### config.mk
export PLATFORM = sky130hd
export DESIGN_NAME = vga_timing_monitor
export DESIGN_NICKNAME = d
export VERILOG_FILES = /design/src/rtl/hp2vga_timing_pkg.sv /design/src/rtl/sync_edge.sv /design/src/rtl/vga_timing_monitor.sv
export SDC_FILE = /design/constraint.sdc
export NUM_CORES = 1
export LEC_CHECK = 0
export BUFFER_PORTS_ARGS = -buffer_cell sky130_fd_sc_hd__buf_2
export CORE_MARGIN = 10
export CORE_UTILIZATION = 60
export CTS_BUF_LIST = sky130_fd_sc_hd__clkbuf_8 sky130_fd_sc_hd__clkbuf_16
export CTS_CLUSTER_DIAMETER = 50
export CTS_CLUSTER_SIZE = 25
export DETAILED_ROUTE_END_ITERATION = 6
export PLACE_DENSITY = 0.79
export SETUP_SLACK_MARGIN = 0.1
export SLEW_MARGIN = 20
export SYNTH_ARGS = -nofsm -noshare
export SYNTH_HDL_FRONTEND = slang
export SYNTH_SLANG_ARGS = --single-unit
### constraint.sdc
create_clock -name CLK -period 3.2 [get_ports CLK]
set_input_delay 0.16 -clock CLK [delete_from_list [all_inputs] [get_ports CLK]]
set_output_delay 0.16 -clock CLK [all_outputs]
set_load 0.02 [all_outputs]
### src/rtl/hp2vga_timing_pkg.sv
// Shared types for the VGA sync-stream timing monitor.
// Lock FSM states, measurement tuple and a saturating increment helper.
package hp2vga_timing_pkg;

  localparam int MW = 32;

  typedef enum logic [0:0] {
    ST_SEARCH,
    ST_LOCKED
  } lock_state_e;

  typedef struct packed {
    logic [MW-1:0] htot;
    logic [MW-1:0] hsw;
    logic [MW-1:0] vtot;
    logic [MW-1:0] vsw;
  } meas_t;

  function automatic logic [MW-1:0] sat_inc(
    input logic [MW-1:0] v,
    input logic [MW-1:0] lim
  );
    return (v >= lim) ? lim : v + MW'(1);
  endfunction

endpackage

### src/rtl/sync_edge.sv
// Synchroniser + polarity normalisation for one sync input.
// Ports: clk, rst_n, din (raw) -> rise/fall one-cycle pulses.
module sync_edge #(
  parameter int STAGES     = 2,
  parameter bit ACTIVE_LOW = 1'b1
) (
  input  logic clk,
  input  logic rst_n,
  input  logic din,
  output logic rise,
  output logic fall
);

  localparam logic IDLE = logic'(ACTIVE_LOW);

  logic [STAGES-1:0] sq;
  logic              act;
  logic              prev;

  assign act  = sq[STAGES-1] ^ IDLE;
  assign rise = act & ~prev;
  assign fall = ~act & prev;

  always_ff @(posedge clk or negedge rst_n) begin
    if (!rst_n) begin
      sq   <= {STAGES{IDLE}};
      prev <= 1'b0;
    end else begin
      sq   <= {sq[STAGES-2:0], din};
      prev <= act;
    end
  end

endmodule

### src/rtl/vga_timing_monitor.sv
// Measures HSYNC/VSYNC timing per frame and tracks lock.
// Ports: CLK, RESET_N, HS, VS -> H_TOTAL..V_SYNC_W, FRAME_STROBE, LOCKED, LOST.
module vga_timing_monitor
  import hp2vga_timing_pkg::*;
#(
  parameter int CW            = 12,
  parameter int SYNC_STAGES   = 2,
  parameter bit HS_ACTIVE_LOW = 1'b1,
  parameter bit VS_ACTIVE_LOW = 1'b1,
  parameter int LOCK_FRAMES   = 4
) (
  input  logic          CLK,
  input  logic          RESET_N,
  input  logic          HS,
  input  logic          VS,
  output logic [CW-1:0] H_TOTAL,
  output logic [CW-1:0] H_SYNC_W,
  output logic [CW-1:0] V_TOTAL,
  output logic [CW-1:0] V_SYNC_W,
  output logic          FRAME_STROBE,
  output logic          LOCKED,
  output logic          LOST
);

  localparam int            MCW  = $clog2(LOCK_FRAMES + 1);
  localparam logic [CW-1:0] CMAX = '1;
  localparam logic [CW-1:0] CPRE = CW'((1 << CW) - 2);

  function automatic logic [CW-1:0] inc_cw(input logic [CW-1:0] v);
    return CW'(sat_inc(MW'(v), MW'(CMAX)));
  endfunction

  logic hs_rise, hs_fall, vs_rise, vs_fall;

  logic [CW-1:0]  pix_cnt, line_cnt;
  logic [CW-1:0]  h_last, hsw_last, vsw_meas;
  logic           pix_ok, h_seen, mism, sat;
  logic           vs_fall_seen, armed;
  logic [MCW-1:0] match_cnt;
  lock_state_e    state;

  logic [CW-1:0]  pix_inc, line_nxt;
  logic [CW-1:0]  h_nxt, hsw_nxt, vsw_nxt;
  logic           h_cap, seen_nxt, mism_nxt;
  logic           sat_nxt, vfs_nxt;
  logic           pix_to, line_to, frame_ok, same;
  logic [MCW-1:0] match_nxt;
  meas_t          cur, pub;

  sync_edge #(
    .STAGES    (SYNC_STAGES),
    .ACTIVE_LOW(HS_ACTIVE_LOW)
  ) u_hs (
    .clk  (CLK),
    .rst_n(RESET_N),
    .din  (HS),
    .rise (hs_rise),
    .fall (hs_fall)
  );

  sync_edge #(
    .STAGES    (SYNC_STAGES),
    .ACTIVE_LOW(VS_ACTIVE_LOW)
  ) u_vs (
    .clk  (CLK),
    .rst_n(RESET_N),
    .din  (VS),
    .rise (vs_rise),
    .fall (vs_fall)
  );

  // Next-state of the frame accumulators; a HS edge coincident
  // with the VS edge is folded in before the frame is published.
  always_comb begin
    pix_inc  = inc_cw(pix_cnt);
    h_cap    = hs_rise & pix_ok;
    line_nxt = hs_rise ? inc_cw(line_cnt) : line_cnt;
    h_nxt    = h_cap ? pix_inc : h_last;
    hsw_nxt  = hs_fall ? pix_inc : hsw_last;
    vsw_nxt  = vs_fall ? line_nxt : vsw_meas;
    seen_nxt = h_seen | h_cap;
    mism_nxt = mism | (h_cap & h_seen & (pix_inc != h_last));
    sat_nxt  = sat | ((h_cap | hs_fall) & (pix_cnt == CMAX));
    vfs_nxt  = vs_fall_seen | vs_fall;
    pix_to   = ~hs_rise & (pix_cnt == CPRE);
    line_to  = hs_rise & (line_cnt == CPRE);
    frame_ok = seen_nxt & ~mism_nxt & ~sat_nxt & vfs_nxt;
    cur = '{htot: MW'(h_nxt), hsw: MW'(hsw_nxt),
            vtot: MW'(line_nxt), vsw: MW'(vsw_nxt)};
    pub = '{htot: MW'(H_TOTAL), hsw: MW'(H_SYNC_W),
            vtot: MW'(V_TOTAL), vsw: MW'(V_SYNC_W)};
    same = (cur == pub);
    if (!frame_ok)
      match_nxt = '0;
    else if (same)
      match_nxt = match_cnt + MCW'(1);
    else
      match_nxt = MCW'(1);
  end

  always_ff @(posedge CLK or negedge RESET_N) begin
    if (!RESET_N) begin
      pix_cnt      <= '0;
      line_cnt     <= '0;
      h_last       <= '0;
      hsw_last     <= '0;
      vsw_meas     <= '0;
      pix_ok       <= 1'b0;
      h_seen       <= 1'b0;
      mism         <= 1'b0;
      sat          <= 1'b0;
      vs_fall_seen <= 1'b0;
      armed        <= 1'b0;
      match_cnt    <= '0;
      state        <= ST_SEARCH;
      H_TOTAL      <= '0;
      H_SYNC_W     <= '0;
      V_TOTAL      <= '0;
      V_SYNC_W     <= '0;
      FRAME_STROBE <= 1'b0;
      LOCKED       <= 1'b0;
      LOST         <= 1'b0;
    end else begin
      FRAME_STROBE <= 1'b0;
      LOST         <= 1'b0;
      pix_cnt      <= hs_rise ? '0 : pix_inc;
      line_cnt     <= line_nxt;
      h_last       <= h_nxt;
      hsw_last     <= hsw_nxt;
      vsw_meas     <= vsw_nxt;
      h_seen       <= seen_nxt;
      mism         <= mism_nxt;
      sat          <= sat_nxt;
      vs_fall_seen <= vfs_nxt;
      // A saturated pixel count cannot start a valid line.
      if (hs_rise)
        pix_ok <= 1'b1;
      else if (pix_to)
        pix_ok <= 1'b0;
      if (pix_to || line_to) begin
        armed     <= 1'b0;
        state     <= ST_SEARCH;
        match_cnt <= '0;
        LOCKED    <= 1'b0;
        LOST      <= LOCKED;
      end else if (vs_rise) begin
        line_cnt     <= '0;
        h_seen       <= 1'b0;
        mism         <= 1'b0;
        sat          <= 1'b0;
        vs_fall_seen <= 1'b0;
        armed        <= 1'b1;
        if (armed) begin
          H_TOTAL      <= h_nxt;
          H_SYNC_W     <= hsw_nxt;
          V_TOTAL      <= line_nxt;
          V_SYNC_W     <= vsw_nxt;
          FRAME_STROBE <= 1'b1;
          unique case (state)
            ST_SEARCH: begin
              match_cnt <= match_nxt;
              if (match_nxt == MCW'(LOCK_FRAMES)) begin
                state  <= ST_LOCKED;
                LOCKED <= 1'b1;
              end
            end
            ST_LOCKED: begin
              if (!(frame_ok && same)) begin
                state     <= ST_SEARCH;
                match_cnt <= frame_ok ? MCW'(1) : '0;
                LOCKED    <= 1'b0;
                LOST      <= 1'b1;
              end
            end
            default: state <= ST_SEARCH;
          endcase
        end
      end
    end
  end

endmodule

==> results.json <==
{
  "tritoncts": "yes",
  "hold_ws_ns": 0.351,
  "setup_tns_ns": 0,
  "n_antenna_cell": 0,
  "drc": 0,
  "antenna_found_initial": 0,
  "first_pass_iters": 6,
  "cts.clk_slew.worst_paths_ns": 0.06,
  "synth-warning-count": 0,
  "layout.nets": 936,
  "grt_max_degree": 65,
  "portBuffers": 54,
  "status": "finished, final reports clean",
  "ir_worst_vdd_mv": 0.549,
  "synth-compound-area-share_pct": 18.1,
  "fp.dieW_um": 128,
  "ys_seq_area_share_pct": 45.3,
  "yosys.area_share.simple_pct": 23.4,
  "gp_congestion": 1.00,
  "synth_async_sr_flop_share_pct": 100,
  "routed_wl_um": 25700,
  "endpoint_kind": "flop",
  "htree_levels": 4,
  "slew_headroom_pct": 44.0,
  "power.switching_mw": 1.66,
  "clkSinkCount": 127,
  "die_area_um2": 16500,
  "intPower_mw": 3.25,
  "rows": 39,
  "skew_ns": 0.00748,
  "final.fill_count": 743,
  "syn_nets": 790,
  "setup_viol": 0,
  "tightest_slew_ns": 0.841,
  "cts_max_path_buffers": 2,
  "cts_buffers": 17,
  "dpl.hpwl_um": 18200,
  "crit_type": "flop to flop",
  "ioPinCount": 55,
  "critPathArrivalTime_ns": 3.45,
  "start_util_pct": 61.3,
  "final_layout_size_suffix_gt1_share_pct": 29.6,
  "multi_input_area_um2": 3880,
  "seqCellArea_um2": 3190,
  "p_per_area_nw_per_um2": 539,
  "swShare_pct": 33.9,
  "first_iter_violations": 1012,
  "startpoint_type": "flop",
  "synth_mux_area_share_pct": 1.97,
  "crit_path_max_fanout": 8,
  "p_leak_nw": 4.24,
  "detail_route.vias_per_cell": 6.62,
  "drt-wirelength-per-cell_um": 23.7,
  "reg2reg_slack_ns": 0.11,
  "seqPwrFrac_pct": 39.4,
  "critPathRequiredTime_ns": 3.56,
  "ys_ff_latch": 127,
  "synth_adder_area_share_pct": 0.890,
  "grt_usage_pct": 30.1,
  "syn_area_per_cell_um2": 9.01,
  "area_growth_pct": 29.6,
  "fmaxAchievable_ghz": 0.324,
  "clockPowerShare_pct": 37.8,
  "grt_pass1_wl_um": 38300,
  "grt_overflow_total": 0,
  "synth_edf_count": 0,
  "final.period_utilization_pct": 96.4,
  "p_comb_share_pct": 22.7,
  "cts-root-buf": "clkbuf_16",
  "vias": 7166,
  "grt_pass1_vias": 6800,
  "synthXorXnorAreaFrac_pct": 6.23,
  "synth_flop_cell": "dfrtp_1",
  "core_um2": 11500,
  "cap_violations": 0,
  "syn_inst": 781,
  "yosysUniqueCellTypes": 79,
  "period_needed_ns": 3.09,
  "netlist_area_um2": 7030,
  "hold_violations": 0,
  "ant_nets": 0,
  "synth_top_family_by_area": "simple AND/OR/NAND/NOR gates",
  "clk_latency_ns": 0.44,
  "slew_viol_final": 0,
  "hp-class": "input port to flop",
  "grt_setup_unrepaired": "true",
  "die_h_um": 128
}
[placed cells by master (no fill, tap or decap), types with 9 or more instances in the layout]
cell       count
nand2_1      134
dfrtp_1      116
buf_4        107
o21ai_0       60
nor2_1        55
buf_2         54
xnor2_1       35
inv_1         27
nand4_1       20
a21oi_1       19
nand3_1       17
clkbuf_16     17
xor2_1        15
nor3_1        11
nand2b_1       9
mux2i_1        9
and2_1         9
[state kept, by name, indices dropped and copies added, names as in the netlist]
signal / flops
H_SYNC_W: 12
FRAME_STROBE: 1
sat: 1
LOST: 1
V_TOTAL: 12
line_cnt: 12
pix_cnt: 12
vs_fall_seen: 1
mism: 1
LOCKED: 1
V_SYNC_W: 12
u_hs.sq: 2
u_vs.prev: 1
u_vs.sq: 2
H_TOTAL: 12
state: 1
armed: 1
h_last: 12
u_hs.prev: 1
match_cnt: 3
vsw_meas: 12
h_seen: 1
hsw_last: 12
pix_ok: 1
[critical path, cell delays in order (launching register included)]
cell      delay, ns
dfrtp_1        0.42
buf_4          0.20
and2_2         0.29
buf_4          0.20
nor2_1         0.13
a31o_2         0.18
a2bb2o_1       0.31
nor4_1         0.29
nand4_1        0.19
nor4_4         0.23
buf_4          0.18
buf_4          0.13
o211ai_1       0.09
a21oi_1        0.16
[layer usage]
| metal | global-route usage, % | up-vias | part of all wire, % |
|---|---|---|---|
| met2 | 45.7 | 492 | 46 |
| met5 | 0 | - | 0 |
| li1 | - | 3095 | - |
| met3 | 6.49 | 106 | 10 |
| met4 | 15.0 | 0 | 4.5 |
| met1 | 39.7 | 3473 | 39 |
[cell usage after synthesis (3+ instances only)]
library cell | count | share of area [%]
a2111oi_0 | 7 | 0.87
a211oi_1 | 4 | 0.43
a21boi_0 | 4 | 0.43
a21o_1 | 6 | 0.64
a21oi_1 | 21 | 1.5
a22oi_1 | 3 | 0.32
a31o_2 | 4 | 0.50
a31oi_1 | 9 | 0.80
a32o_1 | 3 | 0.43
a41oi_1 | 4 | 0.50
and2_1 | 11 | 0.98
and3_1 | 6 | 0.53
and4_1 | 6 | 0.75
buf_2 | 14 | 1.0
clkbuf_1 | 29 | 1.5
dfrtp_1 | 123 | 44
dfstp_2 | 4 | 1.5
ha_1 | 5 | 0.89
inv_1 | 27 | 1.4
mux2_2 | 3 | 0.48
mux2i_1 | 9 | 1.3
nand2_1 | 134 | 7.2
nand2b_1 | 9 | 0.80
nand3_1 | 20 | 1.4
nand3b_1 | 3 | 0.32
nand4_1 | 20 | 1.8
nor2_1 | 57 | 3.0
nor2b_1 | 3 | 0.27
nor3_1 | 15 | 1.1
nor3_2 | 3 | 0.43
nor3b_1 | 3 | 0.32
nor4_1 | 14 | 1.2
o2111a_1 | 3 | 0.48
o211ai_1 | 4 | 0.43
o21a_1 | 4 | 0.43
o21ai_0 | 66 | 4.7
o221ai_1 | 4 | 0.50
o22ai_1 | 6 | 0.53
o31a_1 | 5 | 0.62
o31ai_1 | 5 | 0.53
or3_1 | 3 | 0.27
xnor2_1 | 35 | 4.4
xor2_1 | 15 | 1.9
[per-stage QoR]
step	cells	util (%)	power [mW]	setup WS, ns	area [µm²]
after floorplan	781	-	2.48	0.230	7030
after global placement	1027	69.9	2.88	-0.0139	8010
after detailed placement	1027	69.9	2.91	-0.101	8010
after CTS	1065	76.0	4.80	0.103	8710
after global routing	1083	79.5	5.06	0.000985	9110
final	1083	79.5	4.91	0.115	9110
[area by class of cell]
cell class,instances,area share (%)
inverters,27,1.11
well taps,143,1.96
clock inverters,14,1.36
flip-flops and latches,127,35.0
repair buffers,172,13.2
clock buffers,18,4.82
multi-input cells,582,42.5
[logic make-up after synthesis]
group | Yosys count
AOI/OAI and AO/OA | 187
DFF | 127
buffers and inverters | 72
muxes | 13
and+or+nand+nor | 327
xor gates and xnor gates | 50
adders and majority gates | 5
[power by group through the flow]
| stage | logic (mW) | registers [mW] | clock network, mW |
|---|---|---|---|
| 2_1_floorplan | 0.547 | 1.94 | 0 |
| 3_3_place_gp | 0.956 | 1.92 | 0 |
| 3_5_place_dp | 0.979 | 1.93 | 0 |
| 4_1_cts | 1.03 | 1.91 | 1.87 |
| 5_1_grt | 1.18 | 1.95 | 1.93 |
| 6_report | 1.12 | 1.94 | 1.86 |
[worst paths after layout]
check	startpoint	cells past startpoint	to
max	u_hs.prev	13	LOCKED
min	HS	2	u_hs.sq[0]
max reg2reg	u_hs.prev	13	LOCKED
min reg2reg	u_vs.sq[0]	0	u_vs.sq[1]
max in group asynchronous	RESET_N	3	V_SYNC_W[3]
min in group asynchronous	RESET_N	2	pix_cnt[9]
[timing repair]
item / CTS / global route
hold buffers: 3 / 0
endpoints found under the setup margin: 6 / 6
gates cloned: 0 / 1
hold endpoints to repair: 61 / 0
resized for setup: 18 / 65
setup buffers: 3 / 17
pin swaps: 4 / 21
Power figures use the tool's default switching activity.
